==> config.mk <==
export PLATFORM = sky130hd
export DESIGN_NAME = instr_fetch_stage
export DESIGN_NICKNAME = d
export VERILOG_FILES = /design/src/rtl/mips32_pkg.sv /design/src/rtl/instr_fetch_stage_if_id_reg.sv /design/src/rtl/instr_fetch_stage.sv
export SDC_FILE = /design/constraint.sdc
export NUM_CORES = 1
export LEC_CHECK = 0
export ABC_AREA = 1
export CAP_MARGIN = 20
export CORE_ASPECT_RATIO = 1.25
export CORE_MARGIN = 2
export CORE_UTILIZATION = 41
export CTS_BUF_LIST = sky130_fd_sc_hd__clkbuf_8
export DETAILED_ROUTE_END_ITERATION = 7
export PLACE_DENSITY = 0.77
export SYNTH_ARGS = -nofsm -noshare
export SYNTH_HDL_FRONTEND = slang
export SYNTH_SLANG_ARGS = --single-unit
==> constraint.sdc <==
create_clock -name clk -period 1.81 [get_ports clk]
set_clock_uncertainty 0.2 [all_clocks]
set_input_delay 0.4525 -clock clk [delete_from_list [all_inputs] [get_ports clk]]
set_output_delay 0.4525 -clock clk [all_outputs]
set_load 0.05 [all_outputs]
==> src/rtl/mips32_pkg.sv <==
// mips32_pkg: constants and control encodings shared by the mips32 IF stage files.
//   XLEN            machine word width
//   DEF_RESET_PC    default byte address fetched first after reset
//   DEF_IMEM_DEPTH  default instruction memory depth in words
//   NOP_INSTR_WORD  bubble word (sll $0,$0,0)
//   ifid_ctrl_e     IF/ID register control: hold, load, squash
package mips32_pkg;

  localparam int unsigned XLEN           = 32;
  localparam logic [31:0] DEF_RESET_PC   = 32'h0000_0000;
  localparam int unsigned DEF_IMEM_DEPTH = 128;
  localparam logic [31:0] NOP_INSTR_WORD = 32'h0000_0000;

  typedef enum logic [1:0] {
    IFC_HOLD   = 2'd0,
    IFC_LOAD   = 2'd1,
    IFC_SQUASH = 2'd2
  } ifid_ctrl_e;

endpackage

==> src/rtl/instr_fetch_stage_if_id_reg.sv <==
// if_id_reg: IF/ID pipeline register.
//   clk, rst_n        clock, async active-low reset
//   ctrl              IFC_LOAD captures new word, IFC_SQUASH inserts a bubble
//                     (pc/pc4 hold), IFC_HOLD keeps everything
//   load_instr/pc/pc4 values captured on IFC_LOAD
//   if_id_instr/pc/pc4/valid  registered outputs to decode
module if_id_reg
  import mips32_pkg::*;
#(
  parameter logic [31:0] NOP_INSTR = NOP_INSTR_WORD
) (
  input  logic        clk,
  input  logic        rst_n,
  input  ifid_ctrl_e  ctrl,
  input  logic [31:0] load_instr,
  input  logic [31:0] load_pc,
  input  logic [31:0] load_pc4,
  output logic [31:0] if_id_instr,
  output logic [31:0] if_id_pc,
  output logic [31:0] if_id_pc4,
  output logic        if_id_valid
);

  // IF/ID register update: load, squash to bubble, or hold
  always_ff @(posedge clk or negedge rst_n) begin
    if (!rst_n) begin
      if_id_instr <= NOP_INSTR;
      if_id_pc    <= 32'h0000_0000;
      if_id_pc4   <= 32'h0000_0000;
      if_id_valid <= 1'b0;
    end else begin
      case (ctrl)
        IFC_LOAD: begin
          if_id_instr <= load_instr;
          if_id_pc    <= load_pc;
          if_id_pc4   <= load_pc4;
          if_id_valid <= 1'b1;
        end
        IFC_SQUASH: begin
          if_id_instr <= NOP_INSTR;
          if_id_valid <= 1'b0;
        end
        default: begin
          if_id_instr <= if_id_instr;
          if_id_valid <= if_id_valid;
        end
      endcase
    end
  end

endmodule

==> src/rtl/instr_fetch_stage.sv <==
// instr_fetch_stage: mips32 IF stage. Owns the PC, addresses the word-indexed
// instruction memory combinationally and registers the fetched word into IF/ID.
// Priority per edge: fault-halt > redirect > stall > advance.
//   clk, rst_n            clock, async active-low reset
//   imem_addr / imem_instr  word index out, same-cycle instruction in
//   id_stall              hold PC and IF/ID
//   redirect_valid/_pc    EX taken branch/jump target (byte address)
//   if_id_instr/pc/pc4/valid  IF/ID register to decode
//   fetch_count           instructions accepted into IF/ID (wraps)
//   fetch_fault           sticky address fault
// Build option: define ADDR_FAULT_EN to detect misaligned redirects and PCs
// beyond the memory; otherwise redirect targets are word-aligned and the PC
// aliases freely with fetch_fault tied low.
module instr_fetch_stage
  import mips32_pkg::*;
#(
  parameter logic [31:0] RESET_PC   = DEF_RESET_PC,
  parameter int unsigned IMEM_DEPTH = DEF_IMEM_DEPTH,
  parameter logic [31:0] NOP_INSTR  = NOP_INSTR_WORD
) (
  input  logic        clk,
  input  logic        rst_n,
  output logic [31:0] imem_addr,
  input  logic [31:0] imem_instr,
  input  logic        id_stall,
  input  logic        redirect_valid,
  input  logic [31:0] redirect_pc,
  output logic [31:0] if_id_instr,
  output logic [31:0] if_id_pc,
  output logic [31:0] if_id_pc4,
  output logic        if_id_valid,
  output logic [31:0] fetch_count,
  output logic        fetch_fault
);

  localparam int unsigned AW = $clog2(IMEM_DEPTH);

  logic [31:0] pc_r;
  logic [31:0] pc_next_s;
  logic [31:0] pc_plus4_s;
  logic [31:0] count_r;
  logic        count_en_s;
  ifid_ctrl_e  ctrl_s;

  assign pc_plus4_s  = pc_r + 32'd4;
  // Upper PC bits beyond the memory are dropped here, so the PC aliases
  assign imem_addr   = {{(32-AW){1'b0}}, pc_r[AW+1:2]};
  assign fetch_count = count_r;

`ifdef ADDR_FAULT_EN
  localparam logic [32:0] PC_LIMIT = 33'(IMEM_DEPTH) * 33'd4;

  logic fault_r;
  logic fault_set_s;
  logic redir_bad_s;
  logic adv_bad_s;

  assign redir_bad_s = (redirect_pc[1:0] != 2'b00) || ({1'b0, redirect_pc} >= PC_LIMIT);
  assign adv_bad_s   = ({1'b0, pc_plus4_s} >= PC_LIMIT);
  assign fetch_fault = fault_r;

  // Next-PC priority mux; a detected fault squashes IF/ID and freezes the PC
  always_comb begin
    pc_next_s   = pc_r;
    ctrl_s      = IFC_HOLD;
    count_en_s  = 1'b0;
    fault_set_s = 1'b0;
    if (fault_r) begin
      ctrl_s = IFC_HOLD;
    end else if (redirect_valid) begin
      ctrl_s = IFC_SQUASH;
      if (redir_bad_s) begin
        fault_set_s = 1'b1;
      end else begin
        pc_next_s = redirect_pc;
      end
    end else if (id_stall) begin
      ctrl_s = IFC_HOLD;
    end else if (adv_bad_s) begin
      ctrl_s      = IFC_SQUASH;
      fault_set_s = 1'b1;
    end else begin
      ctrl_s     = IFC_LOAD;
      pc_next_s  = pc_plus4_s;
      count_en_s = 1'b1;
    end
  end

  // Sticky fault flag, cleared only by reset
  always_ff @(posedge clk or negedge rst_n) begin
    if (!rst_n) begin
      fault_r <= 1'b0;
    end else if (fault_set_s) begin
      fault_r <= 1'b1;
    end else begin
      fault_r <= fault_r;
    end
  end
`else
  logic [31:0] redir_target_s;

  // Byte-offset bits of the target are ignored: fetch is always word-aligned
  assign redir_target_s = redirect_pc & 32'hFFFF_FFFC;
  assign fetch_fault    = 1'b0;

  // Next-PC priority mux: redirect beats stall beats advance
  always_comb begin
    pc_next_s  = pc_r;
    ctrl_s     = IFC_HOLD;
    count_en_s = 1'b0;
    if (redirect_valid) begin
      ctrl_s    = IFC_SQUASH;
      pc_next_s = redir_target_s;
    end else if (id_stall) begin
      ctrl_s = IFC_HOLD;
    end else begin
      ctrl_s     = IFC_LOAD;
      pc_next_s  = pc_plus4_s;
      count_en_s = 1'b1;
    end
  end
`endif

  // PC register
  always_ff @(posedge clk or negedge rst_n) begin
    if (!rst_n) begin
      pc_r <= RESET_PC;
    end else begin
      pc_r <= pc_next_s;
    end
  end

  // Fetched-instruction counter, steps only when a word enters IF/ID
  always_ff @(posedge clk or negedge rst_n) begin
    if (!rst_n) begin
      count_r <= 32'h0000_0000;
    end else if (count_en_s) begin
      count_r <= count_r + 32'd1;
    end else begin
      count_r <= count_r;
    end
  end

  if_id_reg #(
    .NOP_INSTR (NOP_INSTR)
  ) u_if_id_reg (
    .clk         (clk),
    .rst_n       (rst_n),
    .ctrl        (ctrl_s),
    .load_instr  (imem_instr),
    .load_pc     (pc_r),
    .load_pc4    (pc_plus4_s),
    .if_id_instr (if_id_instr),
    .if_id_pc    (if_id_pc),
    .if_id_pc4   (if_id_pc4),
    .if_id_valid (if_id_valid)
  );

endmodule

==> results of run 1 <==
## per-stage QoR
| step | hold slack, ps | setup WS (ps) |
|---|---|---|
| finish | 251 | -11.0 |
| CTS | 231 | -32.9 |
| global route | 255 | -61.2 |
| floorplan | -43.1 | 38.1 |
| detailed placement | 163 | -433 |
| global placement | 159 | -386 |
## per-layer routing
layer	vias to the layer above	global-route usage
li1	3173	-
met1	3146	0.270
met2	280	0.385
met3	39	0.0560
met4	0	0.0909
met5	-	0
## worst max-delay path, stage by stage (launching register included)
cell and delay [ps]:
dfrtp_2 450, buf_6 130, buf_12 130
## path summary, 6_finish.rpt
kind | startpoint | endpoint | slack (ps) | cells after the start
min | rst_n | fetch_count[30]$_DFFE_PN0P_ | 250 | 2
max reg2reg | pc_r[3]$_DFFE_PN0N_ | u_if_id_reg.if_id_pc4[28]$_DFFE_PN0N_ | 50 | 8
min in group clk | fetch_count[14]$_DFFE_PN0P_ | fetch_count[14]$_DFFE_PN0P_ | 310 | 1
min reg2reg | fetch_count[14]$_DFFE_PN0P_ | fetch_count[14]$_DFFE_PN0P_ | 310 | 1
max in group asynchronous | rst_n | fetch_count[20]$_DFFE_PN0P_ | 600 | 3
max | pc_r[4]$_DFFE_PN0N_ | imem_addr[2] | -10 | 2
## repair_timing
| item | in CTS | in global routing |
|---|---|---|
| hold buffers | 1 | 0 |
| setup buffers | 9 | 5 |
| endpoints found under the hold margin | 28 | 0 |
| endpoints found under the setup margin | 21 | 56 |
| resized for setup | 12 | 33 |
| pin swaps | 1 | 7 |
## kinds of logic after synthesis
kind of cell | share of synthesized area
AND/OR/NAND/NOR | 0.268
XOR/XNOR | 0.0298
flip-flops | 0.527
buffers and inverters | 0.0957
other | 0.000510
AO/OA/AOI/OAI | 0.0758
adder cells (fa/ha/maj) | 0.00340
## layout by cell type, fill, tap and decap left out, types with 7 or more instances in the layout
| cell type | count |
|---|---|
| a22o_1 | 32 |
| dfrtp_1 | 141 |
| inv_1 | 77 |
| dfrtp_2 | 14 |
| buf_6 | 9 |
| o21ai_0 | 48 |
| nor2_1 | 56 |
| clkbuf_8 | 18 |
| nor2_2 | 12 |
| nand3_1 | 64 |
| buf_4 | 31 |
| buf_12 | 139 |
| nand3_2 | 7 |
| nand2_1 | 294 |
| nand4_1 | 7 |
| conb_1 | 30 |
| nor2_4 | 14 |
| xnor2_1 | 8 |
| clkdlybuf4s50_1 | 64 |
| xor2_1 | 17 |
## state kept, by name (all words and copies together), names as in the netlist
signal / count
u_if_id_reg.if_id_instr: 32
u_if_id_reg.if_id_valid: 1
u_if_id_reg.if_id_pc: 30
u_if_id_reg.if_id_pc4: 30
pc_r: 30
fetch_count: 32
## area by class of cell
class,instances,area share
Inverter,80,0.0257
Antenna cell,1,0.000214
Timing Repair Buffer,244,0.322
Clock inverter,14,0.0185
Clock buffer,18,0.0212
Sequential cell,155,0.333
Multi-Input combinational cell,610,0.256
Tap cell,224,0.0239
## where the power goes
group	total [mW]	leakage [nW]	switching, mW	internal [mW]
clock	3.03	0.222	1.35	1.68
sequential	4.32	1.95	0.488	3.83
combinational	3.69	3.39	2.02	1.66
total	11.0	5.57	3.86	7.18
==> flow_summary.ini, run 1 <==
[status]
result_of_the_run = complete, but fails checks
failed_checks = setup timing

[place]
routabilityCongestion = 0.959
dp_hpwl_microns = 15900
numPortBuffers = 197
placed_cells = 1303
postPlaceCellArea_sq_um = 11000

[floorplanning]
floorplan.initialDensity = 0.420
core_area_sq_um = 17500
fp.dieArea_sq_um = 19000
die-width_microns = 124
design.portCount = 230
die_y_microns = 154
rows = 54

[route]
route.detailed.drc = 0
highest_layer = met4
met2_wirelength_microns = 11000
routed-via-count = 6638
routed-wl-met3_microns = 1540
vias_per_cell = 4.93
route.antenna.remaining_nets = 0
detail_route.first_pass.iterations = 5
detail_route.wl_per_cell_microns = 15.8
drt-met1-wl_microns = 8100
dr.first_iter.drc_count = 513
postRouteWirelength_microns = 21200

[yosys]
synth.top_cell.area_share = 0.527
yosys.cell_types.count = 27
flip_flop_and_latch_count_after_synthesis = 155
number_of_flops_mapped_to_enable_cells_by_yosys = 0
syn-instance-count = 879
synth_area_leader_cell = dfrtp_1
synthesis.area_sq_um = 7360
synth_seq_area_share = 0.527
synthTopCellsByCount = nand2_1, dfrtp_1, inv_1, nand3_1, nor2_1
synth-main-ff-cell = dfrtp_1
synth_most_common_cell = nand2_1
synthTopCellsByArea = dfrtp_1, nand2_1, nand3_1
synth.avg_cell_area_sq_um = 8.37
yosys_warnings = 0
async_flop_share = 1.00

[worst_setup_path]
critical_path_peak_fanout = 5
cp_data_arrival_time_ps = 1170
critical_path.endpoint_type = output port
timing.critical_path.required_ps = 1160
setup.worst_path.class = flop to output port
critical_path.startpoint_type = flop

[global_route]
gr_overflow_total = 0
maximum_number_of_pins_on_one_net_before_global_route_repair = 47
antenna_found_initial = 1
grt_usage = 0.226
grt_first_pass_wirelength_microns = 33300
via_count_of_the_first_global_routing_pass = 6677

[clock_tree]
clkTransAtPathRegs_ps = 90
cts.htree.levels = 4
root_buffer = clkbuf_8
cts_tree = yes
clock_path_buffers = 2
cts_num_sinks = 155
cts-buffers-inserted = 17
insertion_delay_ps = 450

[timing]
finalHoldViolations = 0
tns_ps = -11.0
final_period_minus_worst_setup_slack_ps = 1820
rsz_0062_raised_after_global_routing = yes
drv_slew = 0
worst_slack_ps = -11.0
timing.final.crit_share = 1.01
maxClockFrequency_ghz = 0.549
setup_viol = 1

[pwr]
power-per-cell-area_nw_per_um2 = 943
vdd_ir_drop_max_uv = 602
finalPower_mw = 11.0
leakage_nw = 5.57

[final_layout]
final_core_util = 0.669
final_nets = 1178
stdcell_area_sq_um = 11700
area_delta_synth_final_pct = 59.1
fraction_of_final_layout_cells_sized_beyond_drive_strength_1 = 0.241
register_area_sq_um = 3900
filler_cell_count = 1325
multi_input_area_sq_um = 2990
final_standard_cell_count_with_taps_included_and_fillers_excluded = 1346

[flow_run]
drv.max_cap_violation_count = 0

[hold_path]
hold_path_class = primary input to asynchronous set/reset pin
Note: power is estimated with default switching activity, not from simulation.
==> inputs of run 2 (changes only) <==
--- a/config.mk
+++ b/config.mk
@@ -11,6 +11,7 @@
 export CORE_MARGIN = 2
 export CORE_UTILIZATION = 41
 export CTS_BUF_LIST = sky130_fd_sc_hd__clkbuf_8
+export CTS_CLUSTER_DIAMETER = 80
 export DETAILED_ROUTE_END_ITERATION = 7
 export PLACE_DENSITY = 0.77
 export SYNTH_ARGS = -nofsm -noshare
==> results of run 2 <==
Same layout as run 1: the final DEF is identical, and so are final timing and power.
